## src/rtl/bcd_display_scan.sv

```systemverilog
// bcd_display_scan: shadow-registered 4-digit 7-segment scanner for the BCD counter chain,
// with leading-zero blanking, ghost blanking between slots and a dash for non-BCD codes.
module bcd_display_scan #(
    parameter int REFRESH_DIV = 50000,
    parameter int ACTIVE_LOW  = 1,
    parameter int BLANK_LZ    = 1
) (
    input  logic       clk,
    input  logic       rst,
    input  logic       load,
    input  logic [3:0] d0,
    input  logic [3:0] d1,
    input  logic [3:0] d2,
    input  logic [3:0] d3,
    input  logic       ovf,
    output logic [6:0] seg,
    output logic       dp,
    output logic [3:0] an,
    output logic       slot
);
    localparam int PW = $clog2(REFRESH_DIV);
    localparam logic POL = (ACTIVE_LOW != 0);
    localparam logic [PW-1:0] PMAX = PW'(REFRESH_DIV - 1);
    logic [PW-1:0]   p;
    logic [1:0]      idx;
    logic [3:0][3:0] sd;
    logic            sovf;
    logic            wrap;
    logic            blank;
    logic [3:0]      lz;
    logic [3:0]      an_n;
    logic [6:0]      raw;
    always_comb begin
        wrap  = p == PMAX;
        // lz[k]: shadow digits k..3 are all zero, so digit k would be a leading zero
        lz[3] = sd[3] == 4'd0;
        lz[2] = lz[3] && sd[2] == 4'd0;
        lz[1] = lz[2] && sd[1] == 4'd0;
        lz[0] = 1'b0;
        blank = (BLANK_LZ != 0) && lz[idx];
        an_n  = (p != '0 && !blank) ? 4'b0001 << idx : 4'b0000;
        case (sd[idx])
            4'd0:    raw = 7'h3F;
            4'd1:    raw = 7'h06;
            4'd2:    raw = 7'h5B;
            4'd3:    raw = 7'h4F;
            4'd4:    raw = 7'h66;
            4'd5:    raw = 7'h6D;
            4'd6:    raw = 7'h7D;
            4'd7:    raw = 7'h07;
            4'd8:    raw = 7'h7F;
            4'd9:    raw = 7'h6F;
            default: raw = 7'h40;
        endcase
    end
    always_ff @(posedge clk or negedge rst) begin
        if (!rst) begin
            p    <= '0;
            idx  <= '0;
            sd   <= '0;
            sovf <= 1'b0;
            slot <= 1'b0;
            seg  <= {7{POL}};
            dp   <= POL;
            an   <= {4{POL}};
        end else begin
            p    <= wrap ? '0 : p + PW'(1);
            idx  <= idx + {1'b0, wrap};
            if (load) begin
                sd   <= {d3, d2, d1, d0};
                sovf <= ovf;
            end
            slot <= wrap;
            seg  <= raw ^ {7{POL}};
            dp   <= (idx == 2'd0 && sovf) ^ POL;
            an   <= an_n ^ {4{POL}};
        end
    end
endmodule

```

## config.mk

```make
export PLATFORM = sky130hd
export DESIGN_NAME = bcd_display_scan
export DESIGN_NICKNAME = d
export VERILOG_FILES = /design/src/rtl/bcd_display_scan.sv
export SDC_FILE = /design/constraint.sdc
export NUM_CORES = 1
export LEC_CHECK = 0
export CORE_ASPECT_RATIO = 0.8
export CORE_MARGIN = 2
export CORE_UTILIZATION = 37
export DETAILED_ROUTE_END_ITERATION = 10
export PLACE_DENSITY_LB_ADDON = 0.15
export SLEW_MARGIN = 40
export SYNTH_ARGS = -nofsm -noshare
export SYNTH_HDL_FRONTEND = slang
export SYNTH_SLANG_ARGS = --single-unit
```

## constraint.sdc

```tcl
create_clock -name clk -period 4.6 [get_ports clk]
set_input_delay 1.15 -clock clk [delete_from_list [all_inputs] [get_ports clk]]
set_output_delay 1.15 -clock clk [all_outputs]
set_load 0.01 [all_outputs]
```

=== Yosys cells after proc, flatten, opt, wreduce, memory -nomap -nowiden ===
Memory sizes are Yosys's and may differ from the RTL's.
Index checks and enable logic that the tools add are counted.
W data, S select, Z words.

* ROM bits: 112
* Memories kept: 1
* Bits of input ports: 20
* Logic and storage cells: 36
* Register bits after elaboration: 48

* Magnitude comparators: 1
* Equality and inequality tests: 1
* Reduce and logical (&&, ||, !) cells: 10
* $add $sub $neg: 2
* Bitwise gates (word level): 3
* Multiplexer cells: 6
* Shift-type cells: 1

{| class="wikitable"
|+ Memory list
! memory !! depth !! width !! rd ports !! clocked after memory_dff !! write ports !! RTL line !! source
|-
| (no name shown) || 16 || 7 || 1 || 0 || 0 || 42 || <nowiki>case (sd[idx])</nowiki>
|}

{| class="wikitable"
|+ Operators by type and width
! cell !! count
|-
| $add A16 B1 Y16 const B || 1
|-
| $eq A16 B16 Y1 const B || 1
|-
| $mux W16 || 1
|-
| $reduce_bool A16 Y1 || 1
|-
| $logic_not A4 Y1 || 3
|-
| $bmux W4 S2 || 1
|-
| $mux W4 || 2
|-
| $not A7 Y7 || 1
|-
| $logic_and A1 B1 Y1 || 4
|-
| $not A4 Y4 || 1
|-
| $shl A1 B2 Y4 const A || 1
|-
| $lt A2 B3 Y1 const B || 1
|-
| $add A2 B1 Y2 || 1
|-
| $bmux W1 S2 || 1
|-
| $logic_not A2 Y1 || 1
|-
| $logic_not A1 Y1 || 1
|-
| $mux W1 || 1
|-
| $not A1 Y1 || 1
|}

=== Depth between registers and ports, before layout ===
Gate-level depths: netlist (run 1).

* Depth after elaboration: 9
* Gate-level depth with buffers: 6
* Mapped depth without buffers: 5

=== Least setup slack after synthesis (run 1) ===
Ideal clock, no wire load.

* Kind: input port to flip-flop
* From: input load
* To: register sd[0] in the netlist's numbering
* Stages: 3
* Arrival: 2.009 ns
* Slack: 2.466 ns
* Library setup time: 0.125 ns
* Cells stage by stage: clkbuf_1 > buf_2 > mux2_2

{| class="wikitable"
|+ RTL lines
! item !! RTL line !! source
|-
| start, declared || 10 || <nowiki>input logic load,</nowiki>
|-
| end signal, assigned || 70 || <nowiki>sd <= {d3, d2, d1, d0};</nowiki>
|-
| end, declared || 26 || <nowiki>logic [3:0][3:0] sd;</nowiki>
|}

No word-level cell between the ends.

=== Final worst setup path (run 1) ===
* From: register an[3]
* To: output an[3]

{| class="wikitable"
|+ RTL lines
! item !! RTL line !! source
|-
| start, declared || 18 || <nowiki>output logic [3:0] an,</nowiki>
|-
| start signal, assigned || 65 || <nowiki>an <= {4{POL}};</nowiki>
|-
| start signal, assigned || 76 || <nowiki>an <= an_n ^ {4{POL}};</nowiki>
|}

No word-level cell between the ends.

==> reports/metrics.yaml, run 1 <==
run_status:
  status: "finished clean"
routing:
  dr.pass1.iters: 4
  drt_iter0_drc: 66
  drt_drc_violations_left: 0
  num_vias: 1391
  wl_per_cell_um: 14.3
  ant_nets: 0
  routed_via_density: 4.92
  drt-total-wl_mm: 4.04
global_route:
  antenna_found_initial: 0
  grt_max_degree: 49
  grt_pass1_vias: 1436
  grt_usage: 0.143
  overflow: 0
  grt_pass1_wl_mm: 7.06
critical_path:
  crit_path_start_kind: "flip-flop"
  cp_max_fo: 1
  path_buf_inv: 1
  cp_cell_sequence: "clkdlybuf4s50_1"
  end_kind: "output port"
  cp_top_family: "flip-flops"
  path_class: "reg -> out"
  crit_required_ps: 3450
  cpPeakStageDelay_ps: 530
  critPathArrivalTime_ps: 1350
  critPathSlowestCell: "dfstp_2"
sta:
  setup_tns_ps: 0
  rsz0062_at_grt: "false"
  finalMaxSlewViolations: 0
  period_share: 0.544
  setup_viol_count_final: 0
  max_freq_mhz: 400
  clock_skew_ps: 4.86
  slew_headroom: 0.515
  worst_slew_pin_slew_ps: 726
  hold_violations: 0
  period_needed_ps: 2500
clocking:
  clk_pin_slew_ps: 90
  post_cts_buffers: 0
  htree_levels: 2
  clk_latency_ps: 290
  cts_root_buffer: "clkbuf_8"
  cts_tree: "done"
  clock_path_buffers: 2
  cts_made_buffers: 5
  cts.sinks: 48
  cts_resized: 0
  hold_buffers: 0
synth:
  synth_top_area_cell: "dfrtp_1"
  ys_top_cells_by_area: "dfrtp_1 41%, dfstp_2 15%, mux2_2 8.8%"
  synth_common_cells: "36 x dfrtp_1, 17 x mux2_2, 12 x dfstp_2"
  synth_xor_area_frac: 0.0565
  synthMuxAreaShare: 0.131
  postSynth.asyncResetShare: 1.00
  synth_edf_count: 0
  synthesis.nets: 198
  synth-seq-cells: 48
  synth_compound_area_frac: 0.0190
  synth_ff_type: "dfrtp_1"
  synth_top_family_by_area: "simple AND/OR/NAND/NOR gates"
  ys_types: 35
  synth_area_per_cell_um2: 12.8
  synthAdderAreaFrac: 0.0461
  synth_most_common_cell: "dfrtp_1"
  synth_top_cell_area_share: 0.415
  synth_area_um2: 2170
  synth_simple_gate_area_share: 0.160
  syn_inst: 170
  seq_area_frac_synth: 0.560
  yosysWarnings: 0
placed_design:
  hpwlAfterDp_mm: 2.93
  gp_congestion: 0.817
  io_buffers: 32
finish:
  fin_util: 0.489
  drive_gt1_frac: 0.224
  fin_nets: 232
  synthToLayoutAreaGrowth_pct: 25.1
  antenna_cells: 0
  fill_cells: 478
power_and_ir_drop:
  power.leakage_nw: 1.14
  peakVddDrop_uv: 186
  power.density_nw_per_um2: 362
floorplanning:
  die_h_um: 72.5
  ios: 33
  dieArea_um2: 6500
  num_rows: 24
  die_x_um: 89.7
  coreArea_um2: 5560
  start_util: 0.391
job:
  drv_cap: 0
min_path:
  hold_class: "reg -> reg"
## report_power, final
| part | switching [mW] | internal (mW) | leakage, nW | total [mW] |
|---|---|---|---|---|
| sequential | 0.0133 | 0.455 | 0.576 | 0.468 |
| combinational | 0.0448 | 0.0603 | 0.491 | 0.105 |
| clock | 0.140 | 0.272 | 0.0784 | 0.412 |
## metal layers
layer / vias up / GRT usage / share of wire
met5: - / 0 / 0
met4: 0 / 0.0431 / 0.0089
met3: 4 / 0.0375 / 0.036
met2: 22 / 0.223 / 0.49
met1: 699 / 0.197 / 0.46
li1: 666 / - / -
## stage by stage
stage	cells	cell area, µm²	power (mW)	hold slack, ps	worst slack (ps)
6_report	283	2720	0.985	406	2100
4_1_cts	283	2720	0.998	411	2070
2_1_floorplan	170	2170	0.524	368	2470
5_1_grt	283	2720	1.03	437	2040
3_5_place_dp	275	2560	0.584	398	1940
3_3_place_gp	275	2560	0.578	396	1990
## placed cells by master, fill, tap and decap left out, types with 5 or more instances in the layout
cell type	n
nand2_1	11
clkdlybuf4s50_1	31
inv_1	8
clkbuf_8	5
mux2_2	17
nor2_1	11
dfrtp_1	36
ha_1	8
xnor2_1	11
dfstp_2	12
nand3_1	8
nand4_1	7
## layout make-up
class | count | area, µm² | share of cell area
Tap cell | 78 | 97.6 | 0.0359
Multi-Input combinational cell | 109 | 897 | 0.330
Timing Repair Buffer | 32 | 318 | 0.117
Clock inverter | 3 | 90.1 | 0.0331
Sequential cell | 48 | 1220 | 0.448
Inverter | 8 | 30.0 | 0.0110
Clock buffer | 5 | 68.8 | 0.0253
## logic make-up (layout without fill, tap and decap cells)
logic type | Yosys count | after routing
buf+inv | 13 | 48
compound gates | 7 | 7
flops | 48 | 48
mux | 21 | 21
fa+ha+maj | 8 | 8
simple gates | 59 | 59
xor+xnor | 14 | 14
## path summary, 6_finish.rpt
check                       from      to  slack [ps]  depth (start not counted)
max                        an[3]   an[3]        2100                          1
max reg2reg                p[13]  idx[1]        2540                          5
min in group asynchronous    rst  sd[15]         860                          1
min                         sovf      dp         410                          1
min reg2reg                 sovf      dp         410                          1
max in group asynchronous    rst   p[11]        3340                          1
## state kept, by name, summed over array words and instances, names as in the netlist
signal,flops
an,4
dp,1
idx,2
p,16
sd,16
seg,7
slot,1
sovf,1
Note: power is estimated with default switching activity, not from simulation.
==> run 2: changes to the inputs <==
==> constraint.sdc (replaced) <==
create_clock -name clk -period 2.2 [get_ports clk]
set_input_delay 0.55 -clock clk [delete_from_list [all_inputs] [get_ports clk]]
set_output_delay 0.55 -clock clk [all_outputs]
set_load 0.01 [all_outputs]
==> run 2 against run 1 <==
Clock skew is 1.6 ps higher. Worst setup slack worse by 1800 ps. Global-route usage is 1.3 points lower. Core utilization is 0.50 points higher. Combinational power is 110% higher. Sequential cell count stayed put.
==> reports/metrics.yaml, run 2 (synthesis gave the netlist of run 1 again) <==
finish:
  mostFrequentLayoutCells: "36 x dfrtp_1, 31 x clkdlybuf4s50_1, 17 x mux2_2"
  antenna_cells: 0  # unchanged
  fin_nets: 236  # +1.7%
  final_common_cell: "dfrtp_1"
  synthToLayoutAreaGrowth_pct: 26.4
  largestRegisters: "p: 16 flops, sd: 16 flops, seg: 7 flops"
  seqCellArea_um2: 1220  # unchanged
  multiInputGateArea_um2: 897  # unchanged
  drive_gt1_frac: 0.239  # +0.0148
  fill_cells: 501  # +4.8%
floorplanning:
  die_h_um: 72.5  # unchanged
  start_util: 0.391  # unchanged
  dieArea_um2: 6500  # unchanged
  die_x_um: 89.7  # unchanged
  ios: 33  # unchanged
  coreArea_um2: 5560  # unchanged
  num_rows: 24  # unchanged
global_route:
  overflow: 0  # unchanged
  antenna_found_initial: 0  # unchanged
  grt_pass1_vias: 1405  # -2.2%
  grt_pass1_wl_mm: 6.54  # -7.3%
  grt_max_degree: 20  # -59%
  grt_usage: 0.131  # -0.0128
sta:
  clock_skew_ps: 6.45  # +1.59 ps
  fin_ws_ps: 285  # -1810 ps
  period_share: 0.870
  worst_slew_pin_slew_ps: 435  # -291 ps
  hold_violations: 0  # unchanged
  rsz0062_at_grt: "false"
  finalMaxSlewViolations: 0  # unchanged
  period_needed_ps: 1910
  setup_tns_ps: 0  # unchanged
  slew_headroom: 0.709  # +0.195
  setup_viol_count_final: 0  # unchanged
  max_freq_mhz: 522
placed_design:
  io_buffers: 32  # unchanged
  gp_congestion: 0.789  # -3.5%
  place_ws_ps: 303  # -1640 ps
  hpwlAfterDp_mm: 3.00  # +2.3%
routing:
  drt_iter0_drc: 69  # +4.5%
  wl_per_cell_um: 13.4  # -6.3%
  num_vias: 1363  # -2.0%
  drt-total-wl_mm: 3.84  # -5.0%
  dr.pass1.iters: 4  # unchanged
  routed_via_density: 4.75  # -3.4%
  ant_nets: 0  # unchanged
  drt_drc_violations_left: 0  # unchanged
clocking:
  cts_resized: 0  # unchanged
  htree_levels: 2  # unchanged
  clk_pin_slew_ps: 90  # about the same
  cts_root_buffer: "clkbuf_8"
  hold_buffers: 0  # unchanged
  cts_tree: "done"
  cts.sinks: 48  # unchanged
  clock_path_buffers: 2  # unchanged
  post_cts_buffers: 0  # unchanged
  cts_made_buffers: 5  # unchanged
  clk_latency_ps: 290  # about the same
critical_path:
  path_class: "reg -> reg"
  crit_path_start_kind: "flip-flop"
  critPathSlowestCell: "mux4_2"
  end_kind: "flip-flop"
  path_buf_inv: 1  # unchanged
  critPathArrivalTime_ps: 2150  # +800 ps
  cp_max_fo: 9  # +8
  crit_required_ps: 2430  # -1020 ps
  cp_top_family: "multiplexers"
  cp_cell_sequence: "mux4_2 -> inv_1 -> ha_1 -> or2b_1 -> nand3_1"
  cpPeakStageDelay_ps: 600  # +70 ps
run_status:
  status: "finished clean"
job:
  drv_cap: 0  # unchanged
power_and_ir_drop:
  power.leakage_nw: 1.16  # +1.7%
  total_power_mw: 2.05  # +110%
  power.density_nw_per_um2: 746  # +110%
  peakVddDrop_uv: 453  # +140%
min_path:
  hold_class: "in -> async"
==> run 2: cell count changes in the layout (fill, tap and decap cells not counted) <==
cell	previous run	this run
buf_4	1	4
buf_2	0	1
==> run 2: worst paths after layout <==
kind | startpoint | to | slack (ps) | cells past startpoint
max in group asynchronous | rst | an[1] | 1400 | 2
min | rst | sd[4] | 180 | 1
max reg2reg | idx[0] | seg[3] | 290 | 5
min in group clk | sovf | dp | 400 | 1
min reg2reg | sovf | dp | 400 | 1
max | idx[0] | seg[3] | 290 | 5
==> run 2: power breakdown <==
| group | leakage [nW] | internal (mW) | switching (mW) |
|---|---|---|---|
| registers | 0.576 | 0.952 | 0.0301 |
| clock network | 0.0784 | 0.568 | 0.278 |
| logic | 0.510 | 0.129 | 0.0899 |
==> run 2: worst reg2reg max path: cells and delay by family, from the launching register on <==
kind	cells	cell delay, ps
adder cells (fa/ha/maj)	1	250
AND/OR/NAND/NOR	2	300
multiplexers	1	600
buffers and inverters	1	130
flip-flops	1	570
==> run 2: final cells by class <==
type	instances	area share
well taps	78	0.0356
flip-flops and latches	48	0.443
repair buffers	36	0.126
clock inverters	3	0.0328
multi-input cells	109	0.327
inverters	8	0.0109
clock buffers	5	0.0251
==> run 2: metal layers <==
| layer | routed length (µm) | track usage | vias to the layer above |
|---|---|---|---|
| met5 | 0 | 0 | - |
| met1 | 1860 | 0.185 | 670 |
| met2 | 1790 | 0.203 | 22 |
| li1 | - | - | 669 |
| met3 | 163 | 0.0364 | 2 |
| met4 | 17 | 0.0249 | 0 |
==> run 2: per-stage QoR <==
stage / std cells / cell area (µm²) / hold slack (ps) / utilization
3_3_place_gp: 279 / 2590 / 384 / 0.466
5_1_grt: 287 / 2750 / 191 / 0.494
4_1_cts: 287 / 2750 / 184 / 0.494
2_1_floorplan: 170 / 2170 / 254 / -
3_5_place_dp: 279 / 2590 / 397 / 0.466
6_report: 287 / 2750 / 176 / 0.494
==> run 3: changes to the inputs <==
==> constraint.sdc (replaced) <==
create_clock -name clk -period 2.2 [get_ports clk]
set_input_delay 0.22 -clock clk [delete_from_list [all_inputs] [get_ports clk]]
set_output_delay 0.22 -clock clk [all_outputs]
set_load 0.01 [all_outputs]
==> run 3 against run 2 <==
Critical path depth did not move. Clock skew fell by 3.5 ps. Die area is the same. Sequential power hardly changed. Sequential cell count stayed put. Critical endpoint unchanged. Critical path type unchanged. Routed wire length grew 3.5%. Final cell count is 0.35% higher. Sequential share of layout area rose by 0.89 points.
==> reports/metrics.yaml, run 3 (synthesis gave the netlist of run 1 again) <==
routing:
  routed_via_density: 4.82  # +1.6%
  ant_nets: 0  # unchanged
  drt_drc_violations_left: 0  # unchanged
  num_vias: 1389  # +1.9%
  dr.pass1.iters: 4  # unchanged
  wl_per_cell_um: 13.8  # +3.2%
  drt-total-wl_mm: 3.97  # +3.5%
  drt_iter0_drc: 70  # +1.4%
sta:
  slew_headroom: 0.663  # -0.0469
  worst_slew_pin_slew_ps: 506  # +71.2 ps
  finalMaxSlewViolations: 0  # unchanged
  rsz0062_at_grt: "false"
  max_freq_mhz: 525  # +0.47%
  setup_viol_count_final: 0  # unchanged
  hold_violations: 0  # unchanged
  period_needed_ps: 1910  # -8.87 ps
  period_share: 0.866  # -0.00403
  fin_ws_ps: 294  # +8.87 ps
  clock_skew_ps: 2.95  # -3.50 ps
  setup_tns_ps: 0  # unchanged
floorplanning:
  die_x_um: 89.7  # unchanged
  die_h_um: 72.5  # unchanged
  num_rows: 24  # unchanged
  coreArea_um2: 5560  # unchanged
  dieArea_um2: 6500  # unchanged
  ios: 33  # unchanged
  start_util: 0.391  # unchanged
critical_path:
  critPathArrivalTime_ps: 2140  # about the same
  cp_cell_sequence: "mux4_2 -> inv_1 -> ha_1 -> or2b_1 -> nand3_1"
  cp_max_fo: 9  # unchanged
  cpPeakStageDelay_ps: 600  # about the same
  crit_path_start_kind: "flip-flop"
  crit_required_ps: 2430  # about the same
  path_buf_inv: 1  # unchanged
  crit_start: "idx[0]"
  end_kind: "flip-flop"
  r2r-start: "idx[0]"
  critPathSlowestCell: "mux4_2"
  cp_top_family: "multiplexers"
  path_class: "reg -> reg"
clocking:
  cts.sinks: 48  # unchanged
  htree_levels: 2  # unchanged
  clock_path_buffers: 2  # unchanged
  clk_latency_ps: 290  # about the same
  cts_root_buffer: "clkbuf_8"
  clk_pin_slew_ps: 90  # about the same
  cts_made_buffers: 5  # unchanged
  cts_tree: "done"
  cts_resized: 0  # unchanged
finish:
  synthToLayoutAreaGrowth_pct: 23.9
  final_common_cell: "dfrtp_1"
  fill_cells: 507  # +1.2%
  largestRegisters: "p: 16 flops, sd: 16 flops, seg: 7 flops"
  fin_nets: 237  # +0.42%
  mostFrequentLayoutCells: "36 x dfrtp_1, 31 x clkdlybuf4s50_1, 17 x mux2_2"
  antenna_cells: 0  # unchanged
  drive_gt1_frac: 0.238  # -0.00114
placed_design:
  gp_congestion: 0.773  # -2.0%
  place_ws_ps: 319  # +16.4 ps
  io_buffers: 32  # unchanged
  hpwlAfterDp_mm: 2.99  # -0.24%
power_and_ir_drop:
  power.leakage_nw: 1.14  # -1.9%
  peakVddDrop_uv: 291  # -36%
  power.density_nw_per_um2: 644  # -14%
min_path:
  hold_class: "reg -> reg"
  min_from: "sovf"
global_route:
  overflow: 0  # unchanged
  antenna_found_initial: 0  # unchanged
  grt_pass1_wl_mm: 6.89  # +5.3%
  grt_pass1_vias: 1498  # +6.6%
  grt_usage: 0.140  # +0.00928
  grt_max_degree: 41  # +110%
run_status:
  status: "finished clean"
job:
  drv_cap: 0  # unchanged
==> run 3: cell count changes in the layout (fill, tap and decap cells not counted) <==
cell           change
clkbuf_8           +1
buf_2              -1
dlygate4sd3_1      +1
bufinv_16          -3
clkinv_2           +2
buf_4              +1
==> run 3: path summary, 6_finish.rpt <==
| path | endpoint | slack (ps) | cells after the start |
|---|---|---|---|
| worst min register to register | dp | 400 | 1 |
| worst min-delay path | dp | 400 | 1 |
| min in group asynchronous | sd[3] | 440 | 2 |
| worst max register to register | seg[3] | 290 | 5 |
| max in group asynchronous | seg[5] | 1190 | 3 |
| worst max-delay path | seg[3] | 290 | 5 |
==> run 3: worst register-to-register path, delay by kind of cell, from the launching register on <==
family	cells	cell delay [ps]
muxes	1	600
DFF	1	570
and+or+nand+nor	2	300
buffers and inverters	1	130
adders and majority gates	1	250
==> run 3: area by class of cell <==
| type | count | area (µm²) | share of cell area |
|---|---|---|---|
| clock buffer | 6 | 82.6 | 0.0307 |
| clock inverter | 2 | 10.0 | 0.00372 |
| sequential | 48 | 1220 | 0.452 |
| multi-input combinational | 109 | 897 | 0.333 |
| inverter | 8 | 30.0 | 0.0112 |
| timing repair buffer | 37 | 358 | 0.133 |
| tap | 78 | 97.6 | 0.0363 |
==> run 3: metrics by stage <==
stage / cell area (µm²) / power, mW / util / cells / hold WS (ps)
2_1_floorplan: 2170 / 1.10 / - / 170 / -75.6
3_3_place_gp: 2590 / 1.21 / 0.466 / 279 / 376
3_5_place_dp: 2590 / 1.22 / 0.466 / 279 / 233
4_1_cts: 2690 / 1.76 / 0.484 / 288 / 405
5_1_grt: 2690 / 1.82 / 0.484 / 288 / 419
6_report: 2690 / 1.73 / 0.484 / 288 / 400
==> run 3: repair_timing <==
| action | in CTS | in global routing |
|---|---|---|
| endpoints found under the hold margin | 36 | 0 |
| hold buffers | 1 | 0 |
| buffers inserted | 0 | 0 |
==> run 3: report_power, final <==
| group | switching [mW] | internal [mW] | leakage (nW) |
|---|---|---|---|
| Combinational | 0.0915 | 0.130 | 0.515 |
| Sequential | 0.0296 | 0.952 | 0.576 |
| Clock | 0.280 | 0.251 | 0.0510 |
==> run 3: per-layer routing <==
| metal | GRT usage | part of all wire | vias up | wire, µm |
|---|---|---|---|---|
| met1 | 0.200 | 0.49 | 688 | 1960 |
| met3 | 0.0375 | 0.039 | 5 | 154 |
| met4 | 0.0398 | 0.0078 | 0 | 31 |
| met5 | 0 | 0 | - | 0 |
| met2 | 0.210 | 0.46 | 25 | 1830 |
| li1 | - | - | 671 | - |
